File: src/rtl/map_pkg.sv
// Shared types and helpers for the writable wall-map RAM.
package map_pkg;

   typedef enum logic [1:0] {
      ST_INIT = 2'd0,
      ST_IDLE = 2'd1,
      ST_ACK  = 2'd2
   } map_state_t;

   localparam int unsigned VAL_EMPTY = 0;
   localparam int unsigned VAL_WALL  = 1;

   // True on the outer ring of a (1<<hbits) x (1<<wbits) grid.
   function automatic logic is_border(input int unsigned row, input int unsigned col,
                                      input int unsigned wbits, input int unsigned hbits);
      return (col == 0) || (col == (32'd1 << wbits) - 32'd1) ||
             (row == 0) || (row == (32'd1 << hbits) - 32'd1);
   endfunction

endpackage

File: src/rtl/map_ram_if.sv
// Tracer read port, clear control and host write handshake of map_ram.
interface map_ram_if #(
   parameter int unsigned MAP_WBITS = 4,
   parameter int unsigned MAP_HBITS = 4,
   parameter int unsigned VAL_BITS  = 2
);
   logic [MAP_WBITS-1:0] i_col;
   logic [MAP_HBITS-1:0] i_row;
   logic [VAL_BITS-1:0]  o_val;
   logic                 o_ready;
   logic                 i_clear;
   logic                 i_wr_req;
   logic [MAP_WBITS-1:0] i_wr_col;
   logic [MAP_HBITS-1:0] i_wr_row;
   logic [VAL_BITS-1:0]  i_wr_val;
   logic                 o_wr_ack;

   modport master (
      output i_col, i_row, i_clear, i_wr_req, i_wr_col, i_wr_row, i_wr_val,
      input  o_val, o_ready, o_wr_ack
   );

   modport slave (
      input  i_col, i_row, i_clear, i_wr_req, i_wr_col, i_wr_row, i_wr_val,
      output o_val, o_ready, o_wr_ack
   );
endinterface

File: src/rtl/map_init_pattern.sv
// Combinational default-layout generator: border ring plus the row+col==7 diagonal.
module map_init_pattern
   import map_pkg::*;
#(
   parameter int unsigned MAP_WBITS = 4,
   parameter int unsigned MAP_HBITS = 4,
   parameter int unsigned VAL_BITS  = 2,
   parameter int unsigned INIT_MODE = 1
) (
   input  logic [MAP_HBITS-1:0] row,
   input  logic [MAP_WBITS-1:0] col,
   output logic [VAL_BITS-1:0]  val
);
   // Diagonal only fits when both dimensions reach at least 8 cells.
   localparam bit HAS_DIAG = (MAP_WBITS >= 3) && (MAP_HBITS >= 3);

   logic border;
   logic diag;

   always_comb begin
      border = is_border(32'(row), 32'(col), MAP_WBITS, MAP_HBITS);
      diag   = HAS_DIAG && (32'(row) < 32'd8) && (32'(col) < 32'd8) &&
               ((32'(row) + 32'(col)) == 32'd7);
      val    = ((INIT_MODE != 0) && (border || diag)) ? VAL_BITS'(VAL_WALL)
                                                     : VAL_BITS'(VAL_EMPTY);
   end

endmodule

File: src/rtl/map_ram.sv
// Writable wall map: self-initialising cell store with registered tracer read port
// and a req/ack single-cell write port.
module map_ram
   import map_pkg::*;
#(
   parameter int unsigned MAP_WBITS   = 4,
   parameter int unsigned MAP_HBITS   = 4,
   parameter int unsigned VAL_BITS    = 2,
   parameter int unsigned INIT_MODE   = 1,
   parameter int unsigned LOCK_BORDER = 1
) (
   input  logic     clk,
   input  logic     reset,
   map_ram_if.slave bus
);
   localparam int unsigned MAP_W = 1 << MAP_WBITS;
   localparam int unsigned MAP_H = 1 << MAP_HBITS;
   localparam int unsigned CELLS = MAP_W * MAP_H;
   localparam int unsigned ABITS = MAP_WBITS + MAP_HBITS;

   map_state_t           state;
   logic [MAP_WBITS-1:0] cur_col;
   logic [MAP_HBITS-1:0] cur_row;
   logic [VAL_BITS-1:0]  mem [CELLS];

   logic [VAL_BITS-1:0]  init_val;
   logic                 last_cell;
   logic                 wr_go;
   logic                 wr_locked;
   logic                 mem_we;
   logic [ABITS-1:0]     mem_addr;
   logic [VAL_BITS-1:0]  mem_data;
   logic [ABITS-1:0]     rd_addr;
   logic                 ready_nxt;

   map_init_pattern #(
      .MAP_WBITS (MAP_WBITS),
      .MAP_HBITS (MAP_HBITS),
      .VAL_BITS  (VAL_BITS),
      .INIT_MODE (INIT_MODE)
   ) u_pattern (
      .row (cur_row),
      .col (cur_col),
      .val (init_val)
   );

   // Storage port arbitration: init sweep owns the array, otherwise the host write.
   always_comb begin
      last_cell = (&cur_col) && (&cur_row);
      wr_go     = (state == ST_IDLE) && bus.i_wr_req && !bus.i_clear;
      wr_locked = (LOCK_BORDER != 0) &&
                  is_border(32'(bus.i_wr_row), 32'(bus.i_wr_col), MAP_WBITS, MAP_HBITS);
      rd_addr   = {bus.i_row, bus.i_col};
      mem_we    = 1'b0;
      mem_addr  = {cur_row, cur_col};
      mem_data  = init_val;
      if (!reset) begin
         if ((state == ST_INIT) && !bus.i_clear) begin
            mem_we = 1'b1;
         end else if (wr_go && !wr_locked) begin
            mem_we   = 1'b1;
            mem_addr = {bus.i_wr_row, bus.i_wr_col};
            mem_data = bus.i_wr_val;
         end
      end
      ready_nxt = 1'b0;
      if (!reset && !bus.i_clear) begin
         case (state)
            ST_INIT:         ready_nxt = last_cell;
            ST_IDLE, ST_ACK: ready_nxt = 1'b1;
            default:         ready_nxt = 1'b0;
         endcase
      end
   end

   // Cell store has no reset; its contents come only from the init sweep and writes.
   always_ff @(posedge clk) begin
      if (mem_we) mem[mem_addr] <= mem_data;
   end

   // Control FSM, init cursor and registered outputs.
   always_ff @(posedge clk) begin
      if (reset) begin
         state        <= ST_INIT;
         cur_col      <= '0;
         cur_row      <= '0;
         bus.o_ready  <= 1'b0;
         bus.o_val    <= '0;
         bus.o_wr_ack <= 1'b0;
      end else begin
         bus.o_ready  <= ready_nxt;
         bus.o_val    <= ready_nxt ? mem[rd_addr] : '0;
         bus.o_wr_ack <= 1'b0;
         if (bus.i_clear) begin
            state   <= ST_INIT;
            cur_col <= '0;
            cur_row <= '0;
         end else begin
            case (state)
               ST_INIT: begin
                  cur_col <= cur_col + MAP_WBITS'(1);
                  if (&cur_col) cur_row <= cur_row + MAP_HBITS'(1);
                  if (last_cell) state <= ST_IDLE;
               end
               ST_IDLE: begin
                  if (bus.i_wr_req) begin
                     state        <= ST_ACK;
                     bus.o_wr_ack <= 1'b1;
                  end
               end
               ST_ACK:  state <= ST_IDLE;
               default: state <= ST_INIT;
            endcase
         end
      end
   end

endmodule

File: src/flat_wrapper.sv
// flat-port wrapper written by rule: the top's interface ports become plain ports
module map_ram_flat import map_pkg::*;
#(
   parameter int unsigned MAP_WBITS   = 4,
   parameter int unsigned MAP_HBITS   = 4,
   parameter int unsigned VAL_BITS    = 2,
   parameter int unsigned INIT_MODE   = 1,
   parameter int unsigned LOCK_BORDER = 1
)
  (clk, reset, bus_i_col, bus_i_row, bus_i_clear, bus_i_wr_req, bus_i_wr_col, bus_i_wr_row, bus_i_wr_val, bus_o_val, bus_o_ready, bus_o_wr_ack);
  map_ram_if #(.MAP_WBITS(MAP_WBITS), .MAP_HBITS(MAP_HBITS), .VAL_BITS(VAL_BITS)) bus_i ();
  input  logic clk;
  input  logic reset;
  input wire logic [$bits(bus_i.i_col)-1:0] bus_i_col;
  input wire logic [$bits(bus_i.i_row)-1:0] bus_i_row;
  input wire logic [$bits(bus_i.i_clear)-1:0] bus_i_clear;
  input wire logic [$bits(bus_i.i_wr_req)-1:0] bus_i_wr_req;
  input wire logic [$bits(bus_i.i_wr_col)-1:0] bus_i_wr_col;
  input wire logic [$bits(bus_i.i_wr_row)-1:0] bus_i_wr_row;
  input wire logic [$bits(bus_i.i_wr_val)-1:0] bus_i_wr_val;
  output wire logic [$bits(bus_i.o_val)-1:0] bus_o_val;
  output wire logic [$bits(bus_i.o_ready)-1:0] bus_o_ready;
  output wire logic [$bits(bus_i.o_wr_ack)-1:0] bus_o_wr_ack;
  assign bus_i.i_col = bus_i_col;
  assign bus_i.i_row = bus_i_row;
  assign bus_i.i_clear = bus_i_clear;
  assign bus_i.i_wr_req = bus_i_wr_req;
  assign bus_i.i_wr_col = bus_i_wr_col;
  assign bus_i.i_wr_row = bus_i_wr_row;
  assign bus_i.i_wr_val = bus_i_wr_val;
  assign bus_o_val = bus_i.o_val;
  assign bus_o_ready = bus_i.o_ready;
  assign bus_o_wr_ack = bus_i.o_wr_ack;
  map_ram #(.MAP_WBITS(MAP_WBITS), .MAP_HBITS(MAP_HBITS), .VAL_BITS(VAL_BITS), .INIT_MODE(INIT_MODE), .LOCK_BORDER(LOCK_BORDER)) u_core (.clk(clk), .reset(reset), .bus(bus_i));
endmodule
File: config.mk
export PLATFORM = sky130hd
export DESIGN_NAME = map_ram_flat
export DESIGN_NICKNAME = d
export VERILOG_FILES = /design/src/rtl/map_pkg.sv /design/src/rtl/map_ram_if.sv /design/src/rtl/map_init_pattern.sv /design/src/rtl/map_ram.sv /design/src/flat_wrapper.sv
export SDC_FILE = /design/constraint.sdc
export NUM_CORES = 1
export LEC_CHECK = 0
export ABC_AREA = 1
export CAP_MARGIN = 10
export CORE_ASPECT_RATIO = 1.5
export CORE_MARGIN = 2
export CORE_UTILIZATION = 60
export CTS_BUF_LIST = sky130_fd_sc_hd__clkbuf_8
export CTS_CLUSTER_DIAMETER = 30
export DETAILED_ROUTE_END_ITERATION = 16
export PLACE_DENSITY = 0.79
export SKIP_LAST_GASP = 1
export SLEW_MARGIN = 20
export SYNTH_ARGS = -nofsm -noshare
export SYNTH_HDL_FRONTEND = slang
export SYNTH_SLANG_ARGS = --single-unit
export TNS_END_PERCENT = 1
File: constraint.sdc
create_clock -name clk -period 11.9 [get_ports clk]
set_clock_uncertainty 0.2 [all_clocks]
set_input_delay 2.38 -clock clk [delete_from_list [all_inputs] [get_ports clk]]
set_output_delay 2.38 -clock clk [all_outputs]
set_load 0.03 [all_outputs]
==> results.toml, run 1 <==
[outcome]
status = "finished, final reports clean"

[logic_synthesis]
synth_area_leaders = "edfxtp_1, nand3_1, nand2_1, nor2_1, clkbuf_1"
ys_ff_latch = 526
syn_nets = 2227
ys.flop_type = "edfxtp_1"
synth.distinct_cells = 35
yosysMostFrequentCell = "nand2_1"
yosys_warnings = 0
async_reset_ff_share_pct = 0
synth-edff-count = 512
synth_area_per_cell_um2 = 10.5
mappedNetlistArea_mm2 = 0.0230
yosys.area.top_type = "edfxtp_1"
syn_inst = 2190
synth_top_area_share_pct = 66.8
ys_seq_area_share_pct = 68.0
ys_top_cells_by_count = "nand2_1, edfxtp_1, nand3_1, nor2_1, clkbuf_1"

[routing]
drtIter0Drc = 1942
vias = 16400
drc_errors = 0
final_antenna_net_count = 0
drt_wl_total_mm = 56.1
wire_per_inst_um = 20.8
dr.pass1.iters = 5
drt-vias-per-instance = 6.06

[layout]
drive_gt1_share_pct = 7.41
stdcell_count = 2703
layout.nets = 2195
syn_to_final_growth_pct = 7.35

[grt]
antenna_found_initial = 1
grt_pass1_wl_mm = 85.9
grt_max_degree = 257
grt-ovfl-total = 0
grt_pass1_vias = 16200
gr-usage-all-layers_pct = 28.6

[clock_tree]
cts_setup_buffers = 0
cts_buffers = 74
cts_root_buffer = "clkbuf_8"
cts_tree = "built"
cts.sinks = 526
insertion_delay_ns = 0.64
cts_resized = 0
clk_pin_slew_ns = 0.06
clockBufferDepth = 3
postCtsHoldBufs = 0
h-tree-depth = 3

[floorplan]
boundaryPins = 26
initial_core_util_pct = 61.0
die_area_mm2 = 0.0400
core_area_mm2 = 0.0378
die_w_um = 164
die_h_um = 244
rows = 87

[sta]
fin_crit_sh_pct = 46.8
period_minus_slack_ns = 5.57
tns_ns = 0
drv_slew = 0
max_freq_ghz = 0.180
setup_violations = 0
finalHoldViolCount = 0
worst_slew_pin_slew_ns = 1.11
slew_headroom_pct = 26.3
rsz0062_at_grt = "false"

[placement]
io_buffers = 25
routabilityCongestion = 0.972
placed_cells = 2571
dp.final_hpwl_mm = 31.8

[critical_path]
worstPathArrival_ns = 5.67
critPathMaxFanout = 33
path_class = "input pin to register"
cp-start-kind = "input pin"
cp-end-kind = "register"
required_ns = 12.00
reg2reg_slack_ns = 7.83

[pwr]
total_power_uw = 3450
peakVddDrop_mv = 0.0995
leakage_uw = 0.00901
powerDensity_mw_per_mm2 = 139

[min_path]
min_path_type = "register to register"

[job]
cap_viol_max_count = 0
kinds of logic (layout without fill, tap and decap cells):
kind of cell,after synthesis,after routing,synth area share [%]
AND/OR/NAND/NOR,1424,1424,26.9
flip-flops,526,526,68.0
buffers and inverters,184,207,3.29
AO/OA/AOI/OAI,41,41,1.02
adder cells (fa/ha/maj),15,15,0.848
other,0,1,0
through the flow:
step	setup slack [ns]	area [um^2]	util, %	hold WS, ns
after floorplan	1.37	23000	-	0.268
after global placement	5.77	23400	61.9	0.311
after detailed placement	5.68	23400	61.9	0.326
after CTS	6.32	24700	65.4	0.342
after global routing	6.14	24700	65.5	0.369
final	6.33	24700	65.5	0.344
flip-flops by register name, summed over array words and instances (netlist names):
| register | flops |
|---|---|
| u_core.state | 2 |
| u_core.mem | 512 |
| u_core.bus.o_ready | 1 |
| u_core.cur_row | 4 |
| u_core.bus.o_val | 2 |
| u_core.cur_col | 4 |
| u_core.bus.o_wr_ack | 1 |
worst paths after layout:
kind / to / startpoint / depth (start not counted)
min: u_core.cur_row[2] / u_core.cur_row[2] / 1
max: u_core.mem[57][0] / bus_i_wr_col[0] / 11
min reg2reg: u_core.cur_row[2] / u_core.cur_row[2] / 1
max reg2reg: u_core.mem[57][0] / u_core.state[0] / 11
critical path, stage by stage:
cell	delay (ns)
clkdlybuf4s50_1	0.51
inv_1	0.10
nand4_1	0.09
nand2_1	0.07
a21oi_2	0.18
nand3_4	0.31
nand2_1	0.19
o21ai_2	0.09
nor2_2	0.38
nand3_1	0.87
nor2_1	0.48
per-layer routing:
metal  wire length (um)  vias up  global-route usage, %
met5                  0        -                      0
met4               4200        0                   20.8
met3               4940      229                   5.31
met2              28100      885                   47.4
met1              18900     7755                   33.2
li1                   -     7515                      -
power breakdown:
| part | total (uW) | switching [uW] | internal, uW | leakage, uW |
|---|---|---|---|---|
| logic | 167 | 121 | 45.6 | 0.00262 |
| clock network | 1280 | 659 | 620 | 0.000758 |
| registers | 2000 | 0.821 | 2000 | 0.00563 |
| total | 3450 | 781 | 2670 | 0.00901 |
final cells by class:
type	instances	area, um^2
inverters	40	168
diodes	1	2.50
clock inverters	55	277
flip-flops and latches	526	15700
multi-input cells	1480	6620
repair buffers	36	339
well taps	489	612
fillers	2762	13100
clock buffers	76	1050
placed cells by master (no fill, tap or decap), types with 10 or more instances in the layout:
| master | netlist | final |
|---|---|---|
| nor2_1 | 267 | 266 |
| o21ai_1 | 12 | 12 |
| clkinv_1 | 0 | 15 |
| dfxtp_1 | 14 | 14 |
| edfxtp_1 | 512 | 512 |
| inv_1 | 38 | 56 |
| nand3_1 | 491 | 491 |
| clkbuf_8 | 0 | 76 |
| clkinv_2 | 0 | 12 |
| buf_4 | 4 | 11 |
| a21oi_1 | 11 | 11 |
| nand2_2 | 14 | 14 |
| ha_1 | 14 | 14 |
| nor2_2 | 10 | 10 |
| nand2_1 | 608 | 608 |
| clkdlybuf4s50_1 | 0 | 22 |
| nand3_2 | 11 | 11 |
Power figures use the tool's default switching activity.
==> run 2: changes to the inputs <==
==> constraint.sdc (replaced) <==
create_clock -name clk -period 5.7 [get_ports clk]
set_clock_uncertainty 0.2 [all_clocks]
set_input_delay 1.14 -clock clk [delete_from_list [all_inputs] [get_ports clk]]
set_output_delay 1.14 -clock clk [all_outputs]
set_load 0.03 [all_outputs]
==> results.toml, run 2 (synthesized netlist as in run 1, its figures left out) <==
[floorplan]
initial_core_util_pct = 61.0
core_area_mm2 = 0.0378
rows = 87
die_w_um = 164
die_area_mm2 = 0.0400
boundaryPins = 26
die_h_um = 244

[clock_tree]
cts_setup_buffers = 0
clk_pin_slew_ns = 0.06
cts_tree = "built"
postCtsHoldBufs = 0
clockBufferDepth = 3
h-tree-depth = 3
cts.sinks = 526
cts_resized = 0
cts_root_buffer = "clkbuf_8"
insertion_delay_ns = 0.65
cts_buffers = 77

[sta]
rsz0062_at_grt = "false"
tns_ns = 0
drv_slew = 0
setup_violations = 0
fin_crit_sh_pct = 71.3
max_freq_ghz = 0.246
worst_slew_pin_slew_ns = 1.32
slew_headroom_pct = 12.2
period_minus_slack_ns = 4.06
finalHoldViolCount = 0
finalWorstSetupSlack_ns = 1.64

[placement]
pre_cts_ws_ns = 1.07
dp.final_hpwl_mm = 33.0
io_buffers = 25
routabilityCongestion = 0.893

[grt]
grt_pass1_wl_mm = 85.9
gr-usage-all-layers_pct = 28.6
grt_max_degree = 257
grt_pass1_vias = 16500
grt-ovfl-total = 0
antenna_found_initial = 0

[routing]
final_antenna_net_count = 0
vias = 16700
wire_per_inst_um = 20.8
drt_wl_total_mm = 56.6
dr.pass1.iters = 7
drtIter0Drc = 1894
drc_errors = 0
drt-vias-per-instance = 6.12

[critical_path]
reg2reg_slack_ns = 1.88
cpPeakStageDelay_ns = 0.75
path_class = "input pin to register"
reg2reg_depth = 11
required_ns = 5.82
timing.rr.end = "u_core.mem[40][1]"
critPathMaxFanout = 33
cp-end-kind = "register"
cp_slowest_cell = "nand3_1"
path_cells = "clkdlybuf4s50_1, inv_1, nand4_1, nand2_1, a21oi_2, nand3_4, nand2_1, o21ai_2, nor2_2, nand3_1, nor2_1"
cp-start-kind = "input pin"
crit_path_frequent_cell = "nand2_1"
worstPathArrival_ns = 4.18
r2r_start = "u_core.state[0]"

[pwr]
peakVddDrop_mv = 0.210
leakage_uw = 0.00917
powerDensity_mw_per_mm2 = 299

[min_path]
worstHoldPathCells = 1
whs_endpoint = "u_core.cur_row[2]"
min_path_type = "register to register"
hold_path.startpoint = "u_core.cur_row[2]"

[layout]
syn_to_final_growth_pct = 8.80
largest_reg_flops = 512
layout.nets = 2207
drive_gt1_share_pct = 8.20
mostFrequentLayoutCells = "nand2_1, edfxtp_1, nand3_1"
regMostFlops = "u_core.mem"
reg.largest.list = "u_core.mem (512), u_core.cur_col (4), u_core.cur_row (4)"
final_common_cell = "nand2_1"
n_antenna_cell = 0

[outcome]
status = "finished, final reports clean"

[job]
cap_viol_max_count = 0
## run 2: cell types whose count changed in the layout (fill, tap and decap cells not counted), moves of 2 or more
| cell | change |
|---|---|
| buf_4 | +2 |
| inv_1 | +4 |
| clkinvlp_4 | +4 |
| buf_12 | +7 |
| clkinv_1 | -4 |
| inv_8 | -3 |
| bufinv_16 | +3 |
| clkinv_2 | -6 |
| inv_6 | +4 |
| inv_4 | +2 |
| clkbuf_8 | +5 |
## run 2: stage by stage
| stage | power, uW | instance area [um^2] | util (%) | hold slack (ns) | std cells |
|---|---|---|---|---|---|
| after detailed placement | 4610 | 23500 | 62.3 | 0.324 | 2580 |
| after floorplan | 4490 | 23000 | - | 0.268 | 2190 |
| after CTS | 7480 | 25100 | 66.3 | 0.342 | 2721 |
| after global placement | 4600 | 23500 | 62.3 | 0.312 | 2580 |
| after global routing | 7690 | 25100 | 66.3 | 0.373 | 2721 |
| final | 7480 | 25100 | 66.3 | 0.350 | 2721 |
## run 2: area by class of cell
| cell class | instances | area (um^2) |
|---|---|---|
| clock buffers | 81 | 1110 |
| clock inverters | 60 | 394 |
| fillers | 2768 | 12700 |
| inverters | 40 | 163 |
| multi-input cells | 1480 | 6620 |
| flip-flops and latches | 526 | 15700 |
| well taps | 489 | 612 |
| repair buffers | 45 | 494 |
## run 2: where the power goes
group          switching [uW]  internal (uW)  total [uW]
Clock                    1430           1520        2950
Combinational             258            102         360
Sequential               1.68           4180        4180
Total                    1690           5800        7480
## run 2: worst max-delay path by stage
stage | cells after the start | slack (ns) | endpoint | start
finish | 11 | 1.64 | u_core.mem[40][1] | bus_i_wr_row[3]
global route | 11 | 1.40 | u_core.mem[120][0] | bus_i_wr_col[0]
CTS | 11 | 1.72 | u_core.mem[40][1] | bus_i_wr_col[0]
detailed placement | 11 | 1.07 | u_core.mem[40][1] | bus_i_wr_col[0]
global placement | 11 | 1.17 | u_core.mem[232][0] | bus_i_wr_col[0]
floorplan | 9 | 0.009 | u_core.mem[0][0] | bus_i_wr_col[2]
## run 2: critical path, delay by kind of cell
family / cells / cell delay (ns)
AO/OA/AOI/OAI: 2 / 0.26
buffers and inverters: 2 / 0.55
AND/OR/NAND/NOR: 7 / 2.22
## run 2: per-layer routing
layer	track usage [%]	vias to the layer above	wire length [um]	part of all wire (%)
li1	-	7533	-	-
met1	33.0	7972	19200	34
met2	49.6	956	29300	52
met3	5.56	191	5250	9.3
met4	16.4	0	2910	5.1
met5	0	-	0	0
